<file path="config.mk">
export PLATFORM = sky130hd
export DESIGN_NAME = seq_detect_param_flat
export DESIGN_NICKNAME = d
export VERILOG_FILES = /design/src/rtl/seq_detect_param_if.sv /design/src/rtl/seq_detect_param.sv /design/src/flat_wrapper.sv
export SDC_FILE = /design/constraint.sdc
export NUM_CORES = 1
export LEC_CHECK = 0
export BUFFER_PORTS_ARGS = -buffer_cell sky130_fd_sc_hd__buf_2
export CORE_ASPECT_RATIO = 0.6
export CORE_MARGIN = 4
export CORE_UTILIZATION = 30
export DETAILED_ROUTE_END_ITERATION = 16
export PLACE_DENSITY = 0.56
export SLEW_MARGIN = 10
export SYNTH_ARGS = -nofsm -noshare
export SYNTH_HDL_FRONTEND = slang
export SYNTH_SLANG_ARGS = --single-unit
</file>
<file path="constraint.sdc">
create_clock -name clk -period 3.18 [get_ports clk]
set_clock_uncertainty 0.15 [all_clocks]
set_input_delay 0.318 -clock clk [delete_from_list [all_inputs] [get_ports clk]]
set_output_delay 0.318 -clock clk [all_outputs]
set_load 0.01 [all_outputs]
</file>
<file path="src/rtl/seq_detect_param_if.sv">
`default_nettype none
// ============================================================================
//  Module      : seq_detect_param_if
//  Description : Bundle of configuration, serial-stream and status signals
//                for the programmable serial pattern detector.
//                  master : bit source / software side (drives config + bits)
//                  slave  : detector side (drives match / match_q / match_cnt)
//                Signals:
//                  cfg_load, cfg_pattern, cfg_len, cfg_overlap  configuration
//                  en, x_valid, x                               serial stream
//                  cnt_clr                                      counter clear
//                  match, match_q, match_cnt                    status
//  Revision    : 1.0 - initial release
// ============================================================================
interface seq_detect_param_if #(
    parameter int MAX_LEN = 8,
    parameter int LEN_W   = $clog2(MAX_LEN + 1),
    parameter int CNT_W   = 16
);
    logic               cfg_load;
    logic [MAX_LEN-1:0] cfg_pattern;
    logic [LEN_W-1:0]   cfg_len;
    logic               cfg_overlap;
    logic               en;
    logic               x_valid;
    logic               x;
    logic               cnt_clr;
    logic               match;
    logic               match_q;
    logic [CNT_W-1:0]   match_cnt;

    modport master (
        output cfg_load, cfg_pattern, cfg_len, cfg_overlap,
        output en, x_valid, x, cnt_clr,
        input  match, match_q, match_cnt
    );

    modport slave (
        input  cfg_load, cfg_pattern, cfg_len, cfg_overlap,
        input  en, x_valid, x, cnt_clr,
        output match, match_q, match_cnt
    );
endinterface
`default_nettype wire

</file>
<file path="src/rtl/seq_detect_param.sv">
`default_nettype none
// ============================================================================
//  Module      : seq_detect_param
//  Description : Runtime-programmable serial pattern detector. Recognises a
//                pattern of 1..MAX_LEN bits (MSB first) on a valid-qualified
//                serial stream, in overlapping or non-overlapping mode.
//                Produces a Mealy match pulse, a registered copy of it, and
//                a saturating match counter.
//  Ports       :
//    clk                 in   rising-edge clock
//    rst_n               in   asynchronous active-low reset
//    bus.cfg_load        in   latch cfg_pattern/cfg_len/cfg_overlap, clear history
//    bus.cfg_pattern     in   pattern, right-aligned; bit [len-1] arrives first
//    bus.cfg_len         in   pattern length (0 -> 1, >MAX_LEN -> MAX_LEN)
//    bus.cfg_overlap     in   1 = overlapping, 0 = non-overlapping
//    bus.en              in   detector enable; 0 freezes history and counter
//    bus.x_valid         in   x carries a new serial bit this cycle
//    bus.x               in   serial data bit
//    bus.cnt_clr         in   synchronous clear of match_cnt
//    bus.match           out  combinational match on the final pattern bit
//    bus.match_q         out  match delayed by one clock
//    bus.match_cnt       out  saturating count of matches
//  Revision    : 1.0 - initial release
// ============================================================================
module seq_detect_param #(
    parameter int MAX_LEN = 8,
    parameter int LEN_W   = $clog2(MAX_LEN + 1),
    parameter int CNT_W   = 16
) (
    input  logic                clk,
    input  logic                rst_n,
    seq_detect_param_if.slave   bus
);

    localparam logic [LEN_W-1:0] c_len_one  = LEN_W'(1);
    localparam logic [LEN_W-1:0] c_len_max  = LEN_W'(MAX_LEN);
    localparam logic [LEN_W-1:0] c_fill_max = LEN_W'(MAX_LEN - 1);
    localparam logic [CNT_W-1:0] c_cnt_max  = {CNT_W{1'b1}};

    // ------------------------------------------------------------------------
    // Active configuration
    // ------------------------------------------------------------------------
    logic [MAX_LEN-1:0] r_pattern;
    logic [LEN_W-1:0]   r_len;
    logic               r_overlap;

    // ------------------------------------------------------------------------
    // Stream history: the last MAX_LEN-1 accepted bits (newest in bit 0) and
    // how many of them are meaningful since the last clear.
    // ------------------------------------------------------------------------
    logic [MAX_LEN-2:0] r_hist;
    logic [LEN_W-1:0]   r_fill;

    logic               r_match_q;
    logic [CNT_W-1:0]   r_match_cnt;

    logic [LEN_W-1:0]   w_len_clamped;
    logic               w_accept;
    logic [MAX_LEN-1:0] w_window;
    logic [MAX_LEN-1:0] w_mask;
    logic               w_pat_eq;
    logic               w_fill_ok;
    logic               w_match;
    logic [MAX_LEN-2:0] w_hist_shift;
    logic [LEN_W-1:0]   w_fill_next;

    // Out-of-range lengths are folded into the legal 1..MAX_LEN range so the
    // compare logic never has to handle an empty or oversized window.
    always_comb begin
        w_len_clamped = bus.cfg_len;
        if (bus.cfg_len == '0) begin
            w_len_clamped = c_len_one;
        end else if (bus.cfg_len > c_len_max) begin
            w_len_clamped = c_len_max;
        end
    end

    // A configuration load wins over a bit arriving in the same cycle; that
    // bit is discarded rather than being applied to the old or new pattern.
    assign w_accept = bus.en & bus.x_valid & ~bus.cfg_load;

    // The current bit completes the window, so the match is available in the
    // same cycle the final bit is presented.
    assign w_window = {r_hist, bus.x};

    // Only the low r_len bits of the window take part in the compare.
    for (genvar gi = 0; gi < MAX_LEN; gi++) begin : g_mask
        assign w_mask[gi] = (r_len > LEN_W'(gi));
    end

    assign w_pat_eq  = (((w_window ^ r_pattern) & w_mask) == '0);
    assign w_fill_ok = (r_fill >= (r_len - c_len_one));
    assign w_match   = w_accept & w_fill_ok & w_pat_eq;

    // Shift the new bit into the history. With a two-bit maximum the history
    // is a single bit and simply takes the new bit.
    if (MAX_LEN > 2) begin : g_hist_wide
        assign w_hist_shift = {r_hist[MAX_LEN-3:0], bus.x};
    end else begin : g_hist_single
        assign w_hist_shift = bus.x;
    end

    assign w_fill_next = (r_fill == c_fill_max) ? r_fill : (r_fill + c_len_one);

    // ------------------------------------------------------------------------
    // Configuration registers
    // ------------------------------------------------------------------------
    always_ff @(posedge clk or negedge rst_n) begin
        if (!rst_n) begin
            r_pattern <= '0;
            r_len     <= c_len_one;
            r_overlap <= 1'b1;
        end else if (bus.cfg_load) begin
            r_pattern <= bus.cfg_pattern;
            r_len     <= w_len_clamped;
            r_overlap <= bus.cfg_overlap;
        end
    end

    // ------------------------------------------------------------------------
    // History / fill tracking
    // ------------------------------------------------------------------------
    always_ff @(posedge clk or negedge rst_n) begin
        if (!rst_n) begin
            r_hist <= '0;
            r_fill <= '0;
        end else if (bus.cfg_load) begin
            r_hist <= '0;
            r_fill <= '0;
        end else if (w_accept) begin
            if (w_match && !r_overlap) begin
                // Non-overlapping: the bits that formed this match may not be
                // reused, so the next match starts from an empty history.
                r_hist <= '0;
                r_fill <= '0;
            end else begin
                r_hist <= w_hist_shift;
                r_fill <= w_fill_next;
            end
        end
    end

    // ------------------------------------------------------------------------
    // Registered match copy and saturating counter
    // ------------------------------------------------------------------------
    always_ff @(posedge clk or negedge rst_n) begin
        if (!rst_n) begin
            r_match_q   <= 1'b0;
            r_match_cnt <= '0;
        end else begin
            r_match_q <= w_match;
            if (bus.cnt_clr) begin
                r_match_cnt <= '0;
            end else if (w_match && (r_match_cnt != c_cnt_max)) begin
                r_match_cnt <= r_match_cnt + 1'b1;
            end
        end
    end

    assign bus.match     = w_match;
    assign bus.match_q   = r_match_q;
    assign bus.match_cnt = r_match_cnt;

endmodule
`default_nettype wire

</file>
<file path="src/flat_wrapper.sv">
// flat-port wrapper written by rule: the top's interface ports become plain ports
module seq_detect_param_flat 
#(
    parameter int MAX_LEN = 8,
    parameter int LEN_W   = $clog2(MAX_LEN + 1),
    parameter int CNT_W   = 16
)
  (clk, rst_n, bus_cfg_load, bus_cfg_pattern, bus_cfg_len, bus_cfg_overlap, bus_en, bus_x_valid, bus_x, bus_cnt_clr, bus_match, bus_match_q, bus_match_cnt);
  seq_detect_param_if #(.MAX_LEN(MAX_LEN), .LEN_W(LEN_W), .CNT_W(CNT_W)) bus_i ();
  input  logic clk;
  input  logic rst_n;
  input wire logic [$bits(bus_i.cfg_load)-1:0] bus_cfg_load;
  input wire logic [$bits(bus_i.cfg_pattern)-1:0] bus_cfg_pattern;
  input wire logic [$bits(bus_i.cfg_len)-1:0] bus_cfg_len;
  input wire logic [$bits(bus_i.cfg_overlap)-1:0] bus_cfg_overlap;
  input wire logic [$bits(bus_i.en)-1:0] bus_en;
  input wire logic [$bits(bus_i.x_valid)-1:0] bus_x_valid;
  input wire logic [$bits(bus_i.x)-1:0] bus_x;
  input wire logic [$bits(bus_i.cnt_clr)-1:0] bus_cnt_clr;
  output wire logic [$bits(bus_i.match)-1:0] bus_match;
  output wire logic [$bits(bus_i.match_q)-1:0] bus_match_q;
  output wire logic [$bits(bus_i.match_cnt)-1:0] bus_match_cnt;
  assign bus_i.cfg_load = bus_cfg_load;
  assign bus_i.cfg_pattern = bus_cfg_pattern;
  assign bus_i.cfg_len = bus_cfg_len;
  assign bus_i.cfg_overlap = bus_cfg_overlap;
  assign bus_i.en = bus_en;
  assign bus_i.x_valid = bus_x_valid;
  assign bus_i.x = bus_x;
  assign bus_i.cnt_clr = bus_cnt_clr;
  assign bus_match = bus_i.match;
  assign bus_match_q = bus_i.match_q;
  assign bus_match_cnt = bus_i.match_cnt;
  seq_detect_param #(.MAX_LEN(MAX_LEN), .LEN_W(LEN_W), .CNT_W(CNT_W)) u_core (.clk(clk), .rst_n(rst_n), .bus(bus_i));
endmodule
</file>
# After elaboration in Yosys (flattened, before gate mapping)
# Cells that the tools add are included.
# totals
output_inout_bits,18
register_bits,41
wordCells,49
in_bits,20
# classes
add_sub_neg,3
n_eq_ne,3
reduce_logical,8
n_bitwise,7
n_lt_le_gt_ge,10
muxes,11
# ops
cell,count
16-bit two-way mux,2
4-bit two-way mux,6
7-bit two-way mux,3
16-bit by 1-bit adder with 16-bit output (second input constant),1
4-bit by 3-bit greater-than comparator with 1-bit output (second input constant),4
16-bit inequality test (second input constant),1
8-bit bitwise AND,1
4-bit by 1-bit greater-than comparator with 1-bit output (second input constant),2
4-bit by 2-bit greater-than comparator with 1-bit output (second input constant),2
8-bit zero test,1
8-bit bitwise XOR,1
4-bit by 1-bit adder with 4-bit output (second input constant),1
1-bit bitwise AND,4
4-bit by 3-bit == test with 1-bit output (second input constant),1
4-bit >= comparator,1
4-bit greater-than comparator (second input constant),1
4-bit zero test,1
2-bit nonzero test,2
4-bit by 1-bit subtractor with 4-bit output (second input constant),1
3-bit inequality test (second input constant),1
1-bit logical AND,2
2-bit AND reduction,1
1-bit zero test,1
1-bit NOT,1

# Longest topological paths before layout
# depth
ltp_word,8
ltp_mapped,11
ltp_nobuf,9

# Worst setup path before layout
# Ideal clock, no wire load.
# synth_path
kind,reg-to-reg
startpoint,register u_core.r_len[0]
endpoint,register u_core.r_match_cnt[15] (netlist: u_core.bus.match_cnt[15])
period_less_slack_ns,3.050
arrival_ns,2.772
n_path_buf,1
setup_slack_ns,0.130
path_stages_with_launch,10
t_required_ns,2.902
setup_ns,0.128
cell_sequence,dfstp_2 inv_1 ha_1 ha_1 a2111oi_1 a2111o_1 or3_4 buf_6 nor4_1 mux2_1
# synth_between
elab_chain_len,6
elab_cells_between_ends,16
classes_between,add/sub: 1; order compare: 9; bitwise: 3; reduce/logical: 3
# synth_lines
element,line_no,source
"start, declared",seq_detect_param.sv:44,logic [LEN_W-1:0] r_len;
"start signal, assigned",seq_detect_param.sv:111,r_len <= c_len_one;
"start signal, assigned",seq_detect_param.sv:115,r_len <= w_len_clamped;
4-bit by 1-bit subtractor with 4-bit output (tied with other cells),seq_detect_param.sv:92,assign w_fill_ok = (r_fill >= (r_len - c_len_one));
4-bit >= comparator / 8-bit bitwise AND (equally long branches),"seq_detect_param.sv:92, seq_detect_param.sv:91",
1-bit bitwise AND / 8-bit zero test (equally long branches),"seq_detect_param.sv:93, seq_detect_param.sv:91",
1-bit bitwise AND (*),seq_detect_param.sv:93,assign w_match = w_accept & w_fill_ok & w_pat_eq;
1-bit logical AND (*),seq_detect_param.sv:154,end else if (w_match && (r_match_cnt != c_cnt_max)) begin
2-bit nonzero test (no source line) (*),n/a,
"end signal, assigned",seq_detect_param.sv:155,r_match_cnt <= r_match_cnt + 1'b1;
"end, declared",seq_detect_param.sv:55,logic [CNT_W-1:0] r_match_cnt;
# Mark *: on every way between the ends. The rest lies on a longest branch, timed or not.
# A chain may end at the register's enable or synchronous reset.

# Worst setup path after layout
# layout_path
startpoint,register u_core.r_len[0]
endpoint,output bus_match
# layout_between
elab_chain_len,4
elab_cells_between_ends,14
classes_between,add/sub: 1; order compare: 9; bitwise: 3; reduce/logical: 1
# layout_lines
element,line_no,source
4-bit by 1-bit subtractor with 4-bit output (tied with other cells),seq_detect_param.sv:92,
4-bit >= comparator / 8-bit bitwise AND (equally long branches),"seq_detect_param.sv:92, seq_detect_param.sv:91",
1-bit bitwise AND / 8-bit zero test (equally long branches),"seq_detect_param.sv:93, seq_detect_param.sv:91",
1-bit bitwise AND (*),seq_detect_param.sv:93,
"end, declared",flat_wrapper.sv:20,output wire logic [$bits(bus_i.match)-1:0] bus_match;
# Marks and branches as above.

==> metrics <==
vias per cell 5.03; WL/cell 15.3 um; Tot GR Track Use 12.3%; Yosys reg bits 41; io pins 38; final WL 5.50 mm; slowest cell on the critical path dfstp_2; post-synthesis sequential area ratio 45.1%; Site Rows 24; fmax 329 MHz; CTS Sinks 41; Post-DRT Antenna Nets 0; P&R area growth vs syn 20.2%; worst flop-to-flop path startpoint u_core.r_len[0]$_DFFE_PN1P_; power share of the sequential group 45.7%; register area 0.00103 mm2; area of the multi-input gates 0.00117 mm2; CP endpoint kind primary output; Clk pin slew, worst setup/hold paths 0.06 ns; CTS max path bufs 2; ANT cells 0; Worst R2R Setup Slack 0.18 ns; post-synthesis net count 244; area of the mapped netlist 0.00228 mm2; GPL Wtd Cong 0.854; Setup-failing EPs final 0; part of the power in combinational logic 12.8%; Commonest cells post-synth 39 x dfrtp_1, 16 x a21oi_1, 12 x or4_1; Die Ht 75.6 um; Cell Chain, Critical Path inv_1, ha_1, ha_1, a2111oi_1, a2111o_1, or3_4, inv_1, buf_2; worst min path class input port to async pin; Port-buffer cells 37; vias in the first global route 1,678; ys flop type dfrtp_1; initial DRC count 90; max-slew violation count 0; DP Cell Count 350; Final Cycle Share 95.7%; Final Instance Count excl. Fillers 360; initial antenna violation count 0; VDD IR max 0.220 mV; Synth top area share 42.8%; Final Hold Vio Count 0; status completed; Synth area leader dfrtp_1; crit path from u_core.r_len[0]$_DFFE_PN1P_; number of flops mapped to enable cells by yosys 0; Gate Count Post-Synth 215; Worst Path Required 2.71 ns; largest cells by area after synthesis dfrtp_1 43%, mux2_2 5.4%, ha_1 4.9%; worst reg2reg path endpoint u_core.bus.match_cnt[15]$_DFFE_PN0P_; worst slew pin tran 0.940 ns; Root Buffer clkbuf_16; Pleak 1.19 nW; nets@finish 284; Overflow after GRT 0; Power Density 458 mW/mm2; Crit Path Max Fanout 8; # Max-Cap Violations 0; DIE AREA 0.00911 mm2; PnR Total Power 1.26 mW; routed vias 1,811; DRC 0; RSZ-0062 raised after global routing yes; asr flop ratio synth 100%; startpoint types flop; post-DP HPWL 3.90 mm; Max transition margin 37.3%; Skew-Pair Late Insertion Delay 0.28 ns; first-pass GRT wire length 8.87 mm; layout cells sized above 1 28.9%; top-count cell post-synth dfrtp_1; Starting Density 31.1%; CTS tree done; Core ar. 0.00733 mm2; Netlist cell types 46; TritonCTS Buffers 5; critical path capture point bus_match; Crit Path Class flop to primary output; CP arrival 2.58 ns; worst r2r path cells 8; post-layout minimum cycle time 3.04 ns; fillers 768; Yosys warning total 0; switching share of power 25.2%; H-tree depth 2; clock network fraction of total power 41.4%; NetSw 0.317 mW; largest net degree at the start of global routing 42; critical path's largest stage delay 0.56 ns; router iterations before antenna repair 4; syn_area_per_cell 10.6 um2; Internal 0.939 mW; width of the die 121 um
[power groups by stage]
stage / Sequential (mW) / Combinational, mW / Clock (mW)
floorplan: 0.574 / 0.111 / 0
global placement: 0.583 / 0.156 / 0
detailed placement: 0.584 / 0.157 / 0
CTS: 0.575 / 0.158 / 0.531
global route: 0.579 / 0.185 / 0.560
finish: 0.575 / 0.161 / 0.521
[critical path: cells and delay by family (launching register included)]
kind,cells,cell delay [ns]
buffers and inverters,3,0.28
and+or+nand+nor,1,0.47
adders and majority gates,2,0.56
DFF,1,0.56
AOI/OAI and AO/OA,2,0.44
[sequential cells by signal (all words and copies together) (netlist names)]
signal,flops
u_core.r_len,4
u_core.bus.match_q,1
u_core.r_pattern,8
u_core.r_fill,4
u_core.r_overlap,1
u_core.r_hist,7
u_core.bus.match_cnt,16
[kinds of logic after synthesis]
| group | after synthesis | share of synthesized area [%] |
|---|---|---|
| AOI/OAI and AO/OA | 57 | 17.3 |
| xor gates and xnor gates | 10 | 4.66 |
| adders and majority gates | 9 | 4.93 |
| buffers and inverters | 21 | 4.61 |
| DFF | 41 | 45.1 |
| muxes | 13 | 6.36 |
| and+or+nand+nor | 64 | 17.1 |
[final cells by class]
| cell class | instances | area share [%] |
|---|---|---|
| Clock buffer | 6 | 5.06 |
| Clock inverter | 2 | 0.502 |
| Inverter | 9 | 1.23 |
| Multi-Input combinational cell | 155 | 42.6 |
| Sequential cell | 41 | 37.5 |
| Tap cell | 104 | 4.74 |
| Timing Repair Buffer | 43 | 8.39 |
[routing by layer]
metal	global-route usage, %	wire length [um]
met5	0	0
met4	2.64	18
met3	2.60	293
met2	15.0	2050
met1	20.9	3130
[what timing repair did]
item	4_1_cts	5_1_grt
setup endpoints to repair	1	10
setup buffers	0	0
pin swaps	1	2
hold buffers	0	0
resized for setup	0	2
gates cloned	0	2
[cells in the final DEF, fill, tap and decap left out, drive strengths merged, types with 2 or more instances in the layout]
master   n
nor2b    2
mux2    12
nor4     3
nand3    7
nor3     3
nand2    6
clkinv   2
clkbuf   6
inv      9
a211oi   2
nand4    4
nor2     9
xnor2    7
a21oi   16
a22o     8
dfrtp   39
nand3b   4
ha       9
nand2b   5
or3      4
o21a     3
xor2     3
dfstp    2
and3     3
or4     12
o21ai    9
o31ai   11
buf     43
[per-stage QoR]
stage	TNS, ns	cell area (um2)	setup slack [ns]	util, %	hold slack (ns)
after floorplan	0	2280	0.130	-	-0.128
after global placement	0	2570	0.0812	35.1	0.360
after detailed placement	0	2570	0.0106	35.1	0.366
after CTS	0	2720	0.0360	37.2	0.0672
after global routing	-0.00911	2740	-0.00911	37.4	0.110
final	0	2740	0.137	37.4	0.0278
[worst min path at each step]
stage,startpoint,endpoint,depth (start not counted)
floorplan,rst_n,u_core.bus.match_cnt[0]$_DFFE_PN0P_,0
global placement,u_core.r_hist[6]$_DFFE_PN0P_,u_core.r_hist[6]$_DFFE_PN0P_,1
detailed placement,rst_n,u_core.bus.match_cnt[6]$_DFFE_PN0P_,1
global route,rst_n,u_core.bus.match_cnt[6]$_DFFE_PN0P_,1
finish,rst_n,u_core.bus.match_cnt[6]$_DFFE_PN0P_,1
CTS,rst_n,u_core.bus.match_cnt[6]$_DFFE_PN0P_,1
Power figures use the tool's default switching activity.
